<file path="src/rtl/mips_loader_pkg.sv">
// mips_loader_pkg: shared state encoding, stream widths and index sizing for mips_program_loader.
package mips_loader_pkg;
  localparam int LEN_WIDTH = 16;
  localparam int BYTES_PER_WORD = 4;
  localparam int LANE_WIDTH = $clog2(BYTES_PER_WORD);
  localparam logic [LANE_WIDTH-1:0] LANE_LAST = LANE_WIDTH'(BYTES_PER_WORD - 1);

  typedef enum logic [2:0] {IDLE, LEN_LO, LEN_HI, DATA, CHECK, DONE, ERROR} loaderState_e;

  function automatic int indexWidth(input int depth);
    return $clog2(depth + 1);
  endfunction
endpackage

</file>
<file path="src/rtl/mips_program_loader_word_assembler.sv">
// word_assembler: packs four accepted bytes LSB-first into a 32-bit word, flagging the 4th byte.
module word_assembler
  import mips_loader_pkg::*;
(
  input  logic        clk,
  input  logic        reset,
  input  logic        clear,
  input  logic        byteValid,
  input  logic [7:0]  byteData,
  output logic        wordValid,
  output logic [31:0] word
);
  logic [LANE_WIDTH-1:0] lane;
  logic [23:0] shiftReg;

  // The completed word includes the byte arriving this cycle, so the top can latch it on the same edge.
  assign wordValid = byteValid && (lane == LANE_LAST);
  assign word = {byteData, shiftReg};

  always_ff @(posedge clk)
    if (reset || clear) begin
      lane <= '0;
      shiftReg <= '0;
    end else if (byteValid) begin
      lane <= lane + LANE_WIDTH'(1);
      shiftReg <= word[31:8];
    end
endmodule

</file>
<file path="src/rtl/mips_program_loader.sv">
// mips_program_loader: loads a length-prefixed byte image into program memory, holding the CPU in reset until done.
// Define LOADER_CHECKSUM_EN to require a trailing XOR checksum byte over the data bytes.
module mips_program_loader
  import mips_loader_pkg::*;
#(
  parameter int          MEMORY_DEPTH = 32,
  parameter logic [31:0] BASE_ADDRESS = 32'h0000_0000
) (
  input  logic        clk,
  input  logic        reset,
  input  logic        start,
  input  logic        byte_valid,
  input  logic [7:0]  byte_data,
  output logic        byte_ready,
  output logic        mem_write_enable,
  output logic [31:0] mem_write_address,
  output logic [31:0] mem_write_data,
  output logic        cpu_reset,
  output logic        load_done,
  output logic        load_error
);
  localparam int IW = indexWidth(MEMORY_DEPTH);

  loaderState_e state;
  logic [7:0] lenLo;
  logic [IW-1:0] wordIndex, wordCount;
  logic [LEN_WIDTH-1:0] lenValue;
  logic accept, startLoad, wordValid;
  logic [31:0] wordData;
`ifdef LOADER_CHECKSUM_EN
  logic [7:0] checksum;
`endif

  assign accept = byte_valid && byte_ready;
  assign startLoad = start && (state == IDLE || state == DONE || state == ERROR);
  assign lenValue = {byte_data, lenLo};

  word_assembler u_assembler (
    .clk       (clk),
    .reset     (reset),
    .clear     (startLoad),
    .byteValid (accept && state == DATA),
    .byteData  (byte_data),
    .wordValid (wordValid),
    .word      (wordData)
  );

  always_ff @(posedge clk) begin
    if (reset) begin
      state <= IDLE;
      byte_ready <= 1'b0;
      mem_write_enable <= 1'b0;
      mem_write_address <= '0;
      mem_write_data <= '0;
      cpu_reset <= 1'b1;
      load_done <= 1'b0;
      load_error <= 1'b0;
      lenLo <= '0;
      wordIndex <= '0;
      wordCount <= '0;
`ifdef LOADER_CHECKSUM_EN
      checksum <= '0;
`endif
    end else begin
      mem_write_enable <= 1'b0;
      if (startLoad) begin
        state <= LEN_LO;
        byte_ready <= 1'b1;
        cpu_reset <= 1'b1;
        load_done <= 1'b0;
        load_error <= 1'b0;
        wordIndex <= '0;
`ifdef LOADER_CHECKSUM_EN
        checksum <= '0;
`endif
      end else if (mem_write_enable) begin
        // End of a write pulse: the CPU is only released once the last word has landed.
        if (wordIndex != wordCount)
          byte_ready <= 1'b1;
        else begin
`ifdef LOADER_CHECKSUM_EN
          state <= CHECK;
          byte_ready <= 1'b1;
`else
          state <= DONE;
          cpu_reset <= 1'b0;
          load_done <= 1'b1;
`endif
        end
      end else if (accept) begin
        case (state)
          LEN_LO: begin
            lenLo <= byte_data;
            state <= LEN_HI;
          end
          LEN_HI:
            if (lenValue == '0 || int'(lenValue) > MEMORY_DEPTH) begin
              state <= ERROR;
              byte_ready <= 1'b0;
              load_error <= 1'b1;
            end else begin
              wordCount <= lenValue[IW-1:0];
              state <= DATA;
            end
          DATA: begin
`ifdef LOADER_CHECKSUM_EN
            checksum <= checksum ^ byte_data;
`endif
            if (wordValid) begin
              mem_write_enable <= 1'b1;
              mem_write_address <= BASE_ADDRESS + 32'({wordIndex, 2'b00});
              mem_write_data <= wordData;
              wordIndex <= wordIndex + IW'(1);
              byte_ready <= 1'b0;
            end
          end
`ifdef LOADER_CHECKSUM_EN
          CHECK: begin
            byte_ready <= 1'b0;
            state <= (checksum == byte_data) ? DONE : ERROR;
            cpu_reset <= checksum != byte_data;
            load_done <= checksum == byte_data;
            load_error <= checksum != byte_data;
          end
`endif
          default: ;
        endcase
      end
    end
  end
endmodule

</file>
<file path="config.mk">
export PLATFORM = sky130hd
export DESIGN_NAME = mips_program_loader
export DESIGN_NICKNAME = d
export VERILOG_FILES = /design/src/rtl/mips_loader_pkg.sv /design/src/rtl/mips_program_loader_word_assembler.sv /design/src/rtl/mips_program_loader.sv
export SDC_FILE = /design/constraint.sdc
export NUM_CORES = 1
export LEC_CHECK = 0
export ABC_CLOCK_PERIOD_IN_PS = 7100
export BUFFER_PORTS_ARGS = -buffer_cell sky130_fd_sc_hd__buf_4
export CORE_MARGIN = 4
export CORE_UTILIZATION = 30
export CTS_CLUSTER_SIZE = 25
export DETAILED_ROUTE_END_ITERATION = 10
export PLACE_DENSITY_LB_ADDON = 0.05
export SLEW_MARGIN = 5
export SYNTH_ARGS = -nofsm -noshare
export SYNTH_HDL_FRONTEND = slang
export SYNTH_HIERARCHICAL = 1
export SYNTH_SLANG_ARGS = --single-unit
</file>
<file path="constraint.sdc">
create_clock -name clk -period 7.1 [get_ports clk]
set_input_delay 0.355 -clock clk [delete_from_list [all_inputs] [get_ports clk]]
set_output_delay 0.355 -clock clk [all_outputs]
set_load 0.005 [all_outputs]
</file>
==> impl_summary.md, run 1 <==
Power
The power per unit of standard cell area is 242 nW/µm². The part of the total power dissipated in sequential elements is 0.485. Summed over all cells, the static leakage comes to 1.65 nW. The net switching power is 0.228 mW. The share of total power dissipated in combinational logic is 0.033. Of the total power, the clock network draws 0.481. The design draws 1.07 mW. Of the total power, the share spent switching nets is 0.212. VDD sags by at most 0.134 mV. The internal power contribution is 0.846 mW.

Global routing
The remaining global-route overflow is 0. The initial antenna violation count was 0. Entering global routing, the biggest net connects 59 pins. The first global-routing pass estimated 14500 µm of wire. The number of global-route vias before repair is 2704. The total global-route track usage is 0.128.

STA
The accumulated negative setup slack is 0 ns. For the pin with the worst max-slew slack, the measured transition is 0.984 ns. The post-route fraction of the period consumed by the critical path is 0.429. The worst slew slack as a fraction of its limit is 0.342. The post-route minimum period is 3.04 ns. The number of hold violations in the final report came to 0. The final hold slack is 0.294 ns.

The worst path setup slack after routing is 4.06 ns. The count of final max-slew check failures is 0. For this run, the top clock speed supported by timing is 329 MHz. The number of setup violations in the final report is 0. Setup repair after global routing left no endpoint under its margin. The final worst clock skew is 0.00498 ns.

Hold path
The path with the worst hold slack has its endpoint at mem_write_data[25]. The startpoint of the lowest-slack hold path is byte_data[1]. The tightest min-delay check is of the primary input to register type.

The instance count along the most critical hold path is 3.

Placed design
The pre-CTS setup slack is 4.01 ns. The placed instances occupy a cell area of 4120 µm². The placer's final routability congestion estimate is 0.720. The detailed placer's ending HPWL is 5900 µm. Buffers placed on the I/O ports in this run total 54.

Floorplan
The boundary pin count is 81. The floorplan core area is 12200 µm². The total number of placement rows is 40. The die covers 14500 µm². The die boundary height is 120 µm.

For this configuration, the core starts out at a cell density of 0.311. Measured along the x axis, the die boundary spans 120 µm.

Synth
Ranked by instance count, the synthesized netlist is headed by 94 x sky130_fd_sc_hd__nand2_1, 92 x sky130_fd_sc_hd__dfxtp_1, 53 x sky130_fd_sc_hd__a21oi_1. Synthesis produced 437 cells. The fraction of registers with async set or reset after synthesis is 0. The synthesized netlist contains 38 unique library cells. The number of warnings issued by yosys is 6. The count of flip-flops with a built-in enable after synthesis is 0. The area fraction of the dominant cell type after synthesis is 0.485.

Of the synthesized area, sequential elements account for 0.485. The mean instance size in the synthesized netlist is 8.68 µm². The post-synthesis cell area is 3790 µm². In the post-synthesis netlist, the biggest area contributors are sky130_fd_sc_hd__dfxtp_1 49%, sky130_fd_sc_hd__nand2_1 9.3%, sky130_fd_sc_hd__mux2i_1 8.2%.

The biggest area contributor in the post-synthesis netlist is sky130_fd_sc_hd__dfxtp_1. Synthesis inferred 92 register bits. Among all cell types in the netlist, the one instantiated most often is sky130_fd_sc_hd__nand2_1. The most used flip-flop cell after synthesis is sky130_fd_sc_hd__dfxtp_1.

Worst setup path
The standard cell with the maximum stage delay on the critical path is sky130_fd_sc_hd__nand4_1. On the worst path, the slowest cell contributes a delay of 0.77 ns. For the worst setup path, the data required time is 7.30 ns. The destination of the worst register-to-register timing path is mem_write_data[2]. STA classifies the critical path startpoint as a register. The maximum fanout along the worst path is 27. The kind of capture point of the worst setup path is a register. In this run the register-to-register setup slack is 4.06 ns. The cell count of the worst reg-to-reg path is 8. The class of the most critical setup path is register to register.

For the worst setup path, the data arrival time is 3.24 ns. The worst register-to-register path begins at state[1]. The signal on the critical path passes through nand2_1, nor3_2, buf_4, and2_1, nand4_1, buf_4, nand2_1, a21oi_1.

Clocking
In this run the clock root is driven by a sky130_fd_sc_hd__clkbuf_16. The clock latency on the worst-skew pair is 0.34 ns. In this run the number of H-tree levels came out at 3. Gates resized during post-CTS repair numbered 0. The TritonCTS clock tree is done. The total of hold buffers inserted after clock tree synthesis is 0. The number of clock sinks seen by CTS is 92. The number of CTS-inserted buffers is 9.

The clock slew seen by the registers of the worst setup and hold paths is 0.06 ns. The worst-case clock buffer depth is 2. In this run the post-CTS setup repair buffer count came out at 0.

Drt
After detailed routing, the number of remaining DRC violations is 0. After detailed routing, the number of vias per cell comes to 4.37. The residual antenna-violating net count after detailed routing is 0.

The wire length reported by the detailed router is 8860 µm. For this run, the detailed router's first-pass iteration total came to 4. After detailed routing, the average wire length per cell comes to 13.8 µm. The total number of vias is 2805. The DRC violation total after the first TritonRoute iteration is 86.

Final layout
The total non-filler cell area in the finished layout is 4440 µm². The count of nets after finishing is 483. From synthesis to final layout, the design area changed by 17.1%.

Of the cells placed in the final design, the portion with a size suffix greater than 1 is 0.162. The total of fill cells in the finished design is 1289. 0 antenna diodes ended up in the layout.

Flow run
The number of max-capacitance violations reported is 0.

Run status
The run finished with clean final reports.
[placed cells by master, fill, tap and decap left out, types with 2 or more instances in the layout]
cell type and count:
sky130_fd_sc_hd__nand2_1 94, sky130_fd_sc_hd__dfxtp_1 92, sky130_fd_sc_hd__buf_4 57, sky130_fd_sc_hd__a21oi_1 53, sky130_fd_sc_hd__nor2_1 41, sky130_fd_sc_hd__mux2i_1 31
sky130_fd_sc_hd__conb_1 26, sky130_fd_sc_hd__nand3_1 11, sky130_fd_sc_hd__xor2_1 9, sky130_fd_sc_hd__clkbuf_16 9, sky130_fd_sc_hd__o21ai_0 4, sky130_fd_sc_hd__xnor2_1 4
sky130_fd_sc_hd__inv_1 4, sky130_fd_sc_hd__nand4_1 3, sky130_fd_sc_hd__nor4_1 3, sky130_fd_sc_hd__and2_1 2, sky130_fd_sc_hd__nor2b_1 2, sky130_fd_sc_hd__or2_2 2
sky130_fd_sc_hd__o21a_1 2, sky130_fd_sc_hd__ha_1 2, sky130_fd_sc_hd__clkbuf_1 2, sky130_fd_sc_hd__bufinv_16 2
[worst max path at each step]
stage / start / end
2_1_floorplan: state[1] / wordIndex[0]
3_3_place_gp: state[1] / mem_write_data[23]
3_5_place_dp: state[1] / mem_write_data[3]
4_1_cts: state[0] / mem_write_data[2]
5_1_grt: state[1] / mem_write_data[11]
6_report: state[1] / mem_write_data[2]
[power by group through the flow]
stage	combinational (mW)	clock [mW]	sequential, mW
after floorplan	0.0403	0	0.531
after global placement	0.0365	0	0.532
after detailed placement	0.0364	0	0.533
after CTS	0.0365	0.533	0.521
after global routing	0.0408	0.552	0.521
final	0.0359	0.517	0.521
[sequential cells by signal, indices dropped and copies added (netlist names)]
| signal | flops |
|---|---|
| mem_write_address | 6 |
| mem_write_enable | 1 |
| u_assembler/shiftReg | 24 |
| mem_write_data | 32 |
| byte_ready | 1 |
| cpu_reset | 1 |
| load_error | 1 |
| u_assembler/lane | 2 |
| wordCount | 6 |
| lenLo | 8 |
| state | 3 |
| wordIndex | 6 |
| load_done | 1 |
[layer usage]
layer	track usage	up-vias	part of all wire
met3	0.0426	8	0.046
met4	0.0425	0	0.014
met2	0.211	54	0.48
li1	-	1432	-
met1	0.156	1311	0.46
met5	0	-	0
[cell type report]
cell class	instances	area, µm²	share of cell area
sequential	92	1840	0.415
multi-input combinational	305	1630	0.366
timing repair buffer	57	428	0.0964
clock buffer	12	246	0.0555
tap	168	210	0.0473
clock inverter	4	72.6	0.0163
inverter	4	15.0	0.00338
[metrics by stage]
step,util,std cells
floorplan,-,462
global placement,0.338,626
detailed placement,0.338,626
CTS,0.364,642
global route,0.364,642
finish,0.364,642
[critical path: cells and delay by family (launching register included)]
kind | cells | cell delay [ns]
flops | 1 | 0.50
compound gates | 1 | 0.06
simple gates | 5 | 1.37
buf+inv | 2 | 0.95
[logic make-up (layout without fill, tap and decap cells)]
family          count (synthesis)  count (layout)  synth area share
xor+xnor                       13              13            0.0300
other cells                     1              26          0.000988
compound gates                 65              65            0.0950
mux                            31              31            0.0818
flops                          92              92             0.485
buf+inv                        65              77             0.112
fa+ha+maj                       2               2           0.00660
simple gates                  168             168             0.188
Power figures use the tool's default switching activity.
==> inputs of run 2 (changes only) <==
--- a/config.mk
+++ b/config.mk
@@ -5,7 +5,7 @@
 export SDC_FILE = /design/constraint.sdc
 export NUM_CORES = 1
 export LEC_CHECK = 0
-export ABC_CLOCK_PERIOD_IN_PS = 7100
+export ABC_CLOCK_PERIOD_IN_PS = 2800
 export BUFFER_PORTS_ARGS = -buffer_cell sky130_fd_sc_hd__buf_4
 export CORE_MARGIN = 4
 export CORE_UTILIZATION = 30
==> constraint.sdc (replaced) <==
create_clock -name clk -period 2.8 [get_ports clk]
set_input_delay 0.14 -clock clk [delete_from_list [all_inputs] [get_ports clk]]
set_output_delay 0.14 -clock clk [all_outputs]
set_load 0.005 [all_outputs]
==> run 2 against run 1 <==
Compared with the run above:
- worst hold slack worse by 0.21 ns
- critical endpoint is now wordCount[2]
- non-clock buffer count is 6 higher
- utilization is 0.63 points higher
- sequential power grew to 2.5 times the previous value
- power grew to 2.6 times the previous value
- clock power grew to 2.6 times the previous value
- worst setup slack worse by 3.5 ns
- final area is 1.7% higher
- critical path type unchanged
- combinational power grew to 2.7 times the previous value
- clock skew is 0.0017 ns higher
- cell count is 0.93% higher
==> impl_summary.md, run 2 (synthesized netlist as in run 1, its figures left out) <==
Clocking
The number of clock sinks seen by CTS is 92 (unchanged). The count of H-tree levels built during CTS was 3 (unchanged). The number of buffers inserted by post-CTS setup repair is 0 (unchanged). The worst-case clock buffer depth is 2 (unchanged). The clock slew seen by the registers of the worst setup and hold paths was 0.06 ns (about the same). The post-cts repair resize count is 0 (unchanged). The clock latency on the worst-skew pair is 0.34 ns (about the same). TritonCTS built the clock tree. The root buffer cell is sky130_fd_sc_hd__clkbuf_16. The total of hold buffers inserted after clock tree synthesis is 0 (unchanged). The number of CTS-inserted buffers was 9 (unchanged).

Final layout
The area overhead of the layout relative to synthesis is 19.1%. The most frequent standard cell in the layout excluding fill and tap cells is sky130_fd_sc_hd__nand2_1. The total non-filler cell area in the finished layout came to 4520 µm² (+1.7%).

Leaving out fill and tap cells, the most frequent cells in the layout are 94 x sky130_fd_sc_hd__nand2_1, 92 x sky130_fd_sc_hd__dfxtp_1, 62 x sky130_fd_sc_hd__buf_4. The flip-flop count of the largest register, all copies and words added is 32 (unchanged). The number of diodes is 0 (unchanged). The register ranked first by flip-flop count is mem_write_data. The largest registers in the layout are mem_write_data (32), u_assembler/shiftReg (24), lenLo (8). The share of post-route cells with drive strength above 1 is 0.175 (+0.0126).

The count of nets after finishing came to 489 (+1.2%). The total of fill cells in the finished design is 1313 (+1.9%).

Worst setup path
The maximum fanout along the worst path is 6 (-78%). The worst setup path is launched from a register. The launching instance or port of the critical path is lenLo[4]. The class of the most critical setup path is register to register. The arrival time of the worst setup path is 2.40 ns (-0.84 ns). The destination of the worst register-to-register timing path is wordCount[2]. The worst reg-to-reg setup slack is 0.60 ns (-3.46 ns).

The startpoint of the worst register-to-register path is lenLo[4]. The kind of capture point of the worst setup path is a register. The required time at the endpoint of the critical path was 2.99 ns (-4.31 ns).

The cell count of the worst reg-to-reg path is 5 (-3).

Floorplan
The die boundary height came to 120 µm (unchanged). The initial core utilization is 0.311 (unchanged). The horizontal die dimension was 120 µm (unchanged). The boundary pin count is 81 (unchanged). The floorplan core area was 12200 µm² (unchanged). The area of the die was 14500 µm² (unchanged).

The total number of placement rows came to 40 (unchanged).

STA
The count of final max-slew check failures is 0 (unchanged). The final worst clock skew is 0.00671 ns (+0.00173 ns). The number of setup violations in the final report was 0 (unchanged). The measured slew at the worst slew-check pin is 0.649 ns (-0.334 ns). The worst slew slack as a fraction of its limit is 0.567 (+0.225).

The worst path setup slack after routing is 0.597 ns (-3.46 ns). The post-route minimum period is 2.20 ns (-0.841 ns). The post-route fraction of the period consumed by the critical path is 0.787 (+0.358). The achievable clock frequency was 454 MHz (+38%). The number of hold violations in the final report is 0 (unchanged). Setup repair after global routing left no endpoint under its margin. The accumulated negative setup slack is 0 ns (unchanged).

Global routing
The remaining global-route overflow is 0 (unchanged). The first-pass GRT wire length was 14300 µm (-1.5%). The number of global-route vias before repair is 2624 (-3.0%). The total global-route track usage is 0.125 (-0.00237). The maximum number of pins on one net before global-route repair is 59 (unchanged). The initial antenna violation count is 0 (unchanged).

Placed design
The pre-CTS setup slack came to 0.601 ns (-3.40 ns). The cell area after placement is 4180 µm² (+1.4%). The placer's final routability congestion estimate came to 0.694 (-3.6%). The detailed placer's ending HPWL was 5990 µm (+1.5%). The number of input and output port buffers inserted is 54 (unchanged).

Hold path
The startpoint of the lowest-slack hold path is byte_data[1]. The worst hold path terminates at mem_write_data[25]. The tightest min-delay check is of the primary input to register type. The instance count along the most critical hold path is 3 (unchanged).

Run status
The flow ran to the end, and the final reports show no timing, DRC or antenna violations.

Power
The net switching power is 0.578 mW (+150%). The part of the power in the clock network is 0.490 (+0.009). The switching share of power is 0.208 (-0.00394). The part of the total power dissipated in sequential elements is 0.476 (-0.009). The peak supply drop is 0.236 mV (+75%).

The combinational power share is 0.034 (about the same). The internal power contribution came to 2.20 mW (+160%). The leakage power total was 1.69 nW (+2.5%). The total design power was 2.78 mW (+160%). The power per unit of standard cell area is 615 nW/µm² (+150%).

Drt
The total iterations of the first detailed-routing run is 4 (unchanged). The residual antenna-violating net count after detailed routing was 0 (unchanged). The detailed-route vias per instance is 4.38 (+0.24%). The count of unresolved DRC violations after routing came to 0 (unchanged). The wire length reported by the detailed router is 8800 µm (-0.73%). The average detailed-routed wire length per instance came to 13.6 µm (-1.7%). The total number of vias came to 2838 (+1.2%).

The DRC violation total after the first TritonRoute iteration is 122 (+42%).

Flow run
The number of max-capacitance violations reported is 0 (unchanged).
## run 2: per-stage QoR
stage,utilization,std cells,hold slack (ns)
global route,0.370,648,0.0786
floorplan,-,462,0.279
global placement,0.342,632,0.424
finish,0.370,648,0.0824
detailed placement,0.342,632,0.433
CTS,0.370,648,0.0751
## run 2: worst max-delay path by stage
stage                                    to  slack, ns  cells past startpoint
after floorplan                wordIndex[0]       0.49                     11
after global placement         wordCount[0]       0.63                      5
after detailed placement       wordCount[2]       0.60                      5
after CTS                      wordCount[2]       0.59                      5
after global routing      mem_write_data[6]       0.48                      7
final                          wordCount[2]       0.60                      5
## run 2: power groups by stage
stage / Clock (mW) / Sequential (mW) / Combinational, mW
3_3_place_gp: 0 / 1.35 / 0.0966
4_1_cts: 1.40 / 1.32 / 0.0976
6_report: 1.36 / 1.32 / 0.0953
2_1_floorplan: 0 / 1.35 / 0.102
3_5_place_dp: 0 / 1.35 / 0.0974
5_1_grt: 1.45 / 1.32 / 0.108
## run 2: area by class of cell
type	count	area, µm²	share of cell area
Clock buffer	13	270	0.0598
Clock inverter	3	67.6	0.0150
Inverter	4	15.0	0.00332
Multi-Input combinational cell	305	1630	0.360
Sequential cell	92	1840	0.408
Tap cell	168	210	0.0465
Timing Repair Buffer	63	485	0.107
## run 2: per-layer routing
metal,wire length [µm],up-vias,GRT usage,share of wire
met1,4150,1332,0.160,0.47
met3,298,11,0.0234,0.034
li1,-,1448,-,-
met5,0,-,0,0
met4,182,0,0.0616,0.021
met2,4170,47,0.203,0.47
## run 2: critical path, stage by stage, from the launching register on
cell                       delay [ns]
sky130_fd_sc_hd__dfxtp_1         0.33
sky130_fd_sc_hd__or4_1           0.54
sky130_fd_sc_hd__or3b_4          0.44
sky130_fd_sc_hd__a211oi_4        0.46
sky130_fd_sc_hd__mux2i_1         0.23
sky130_fd_sc_hd__nor2_1          0.05
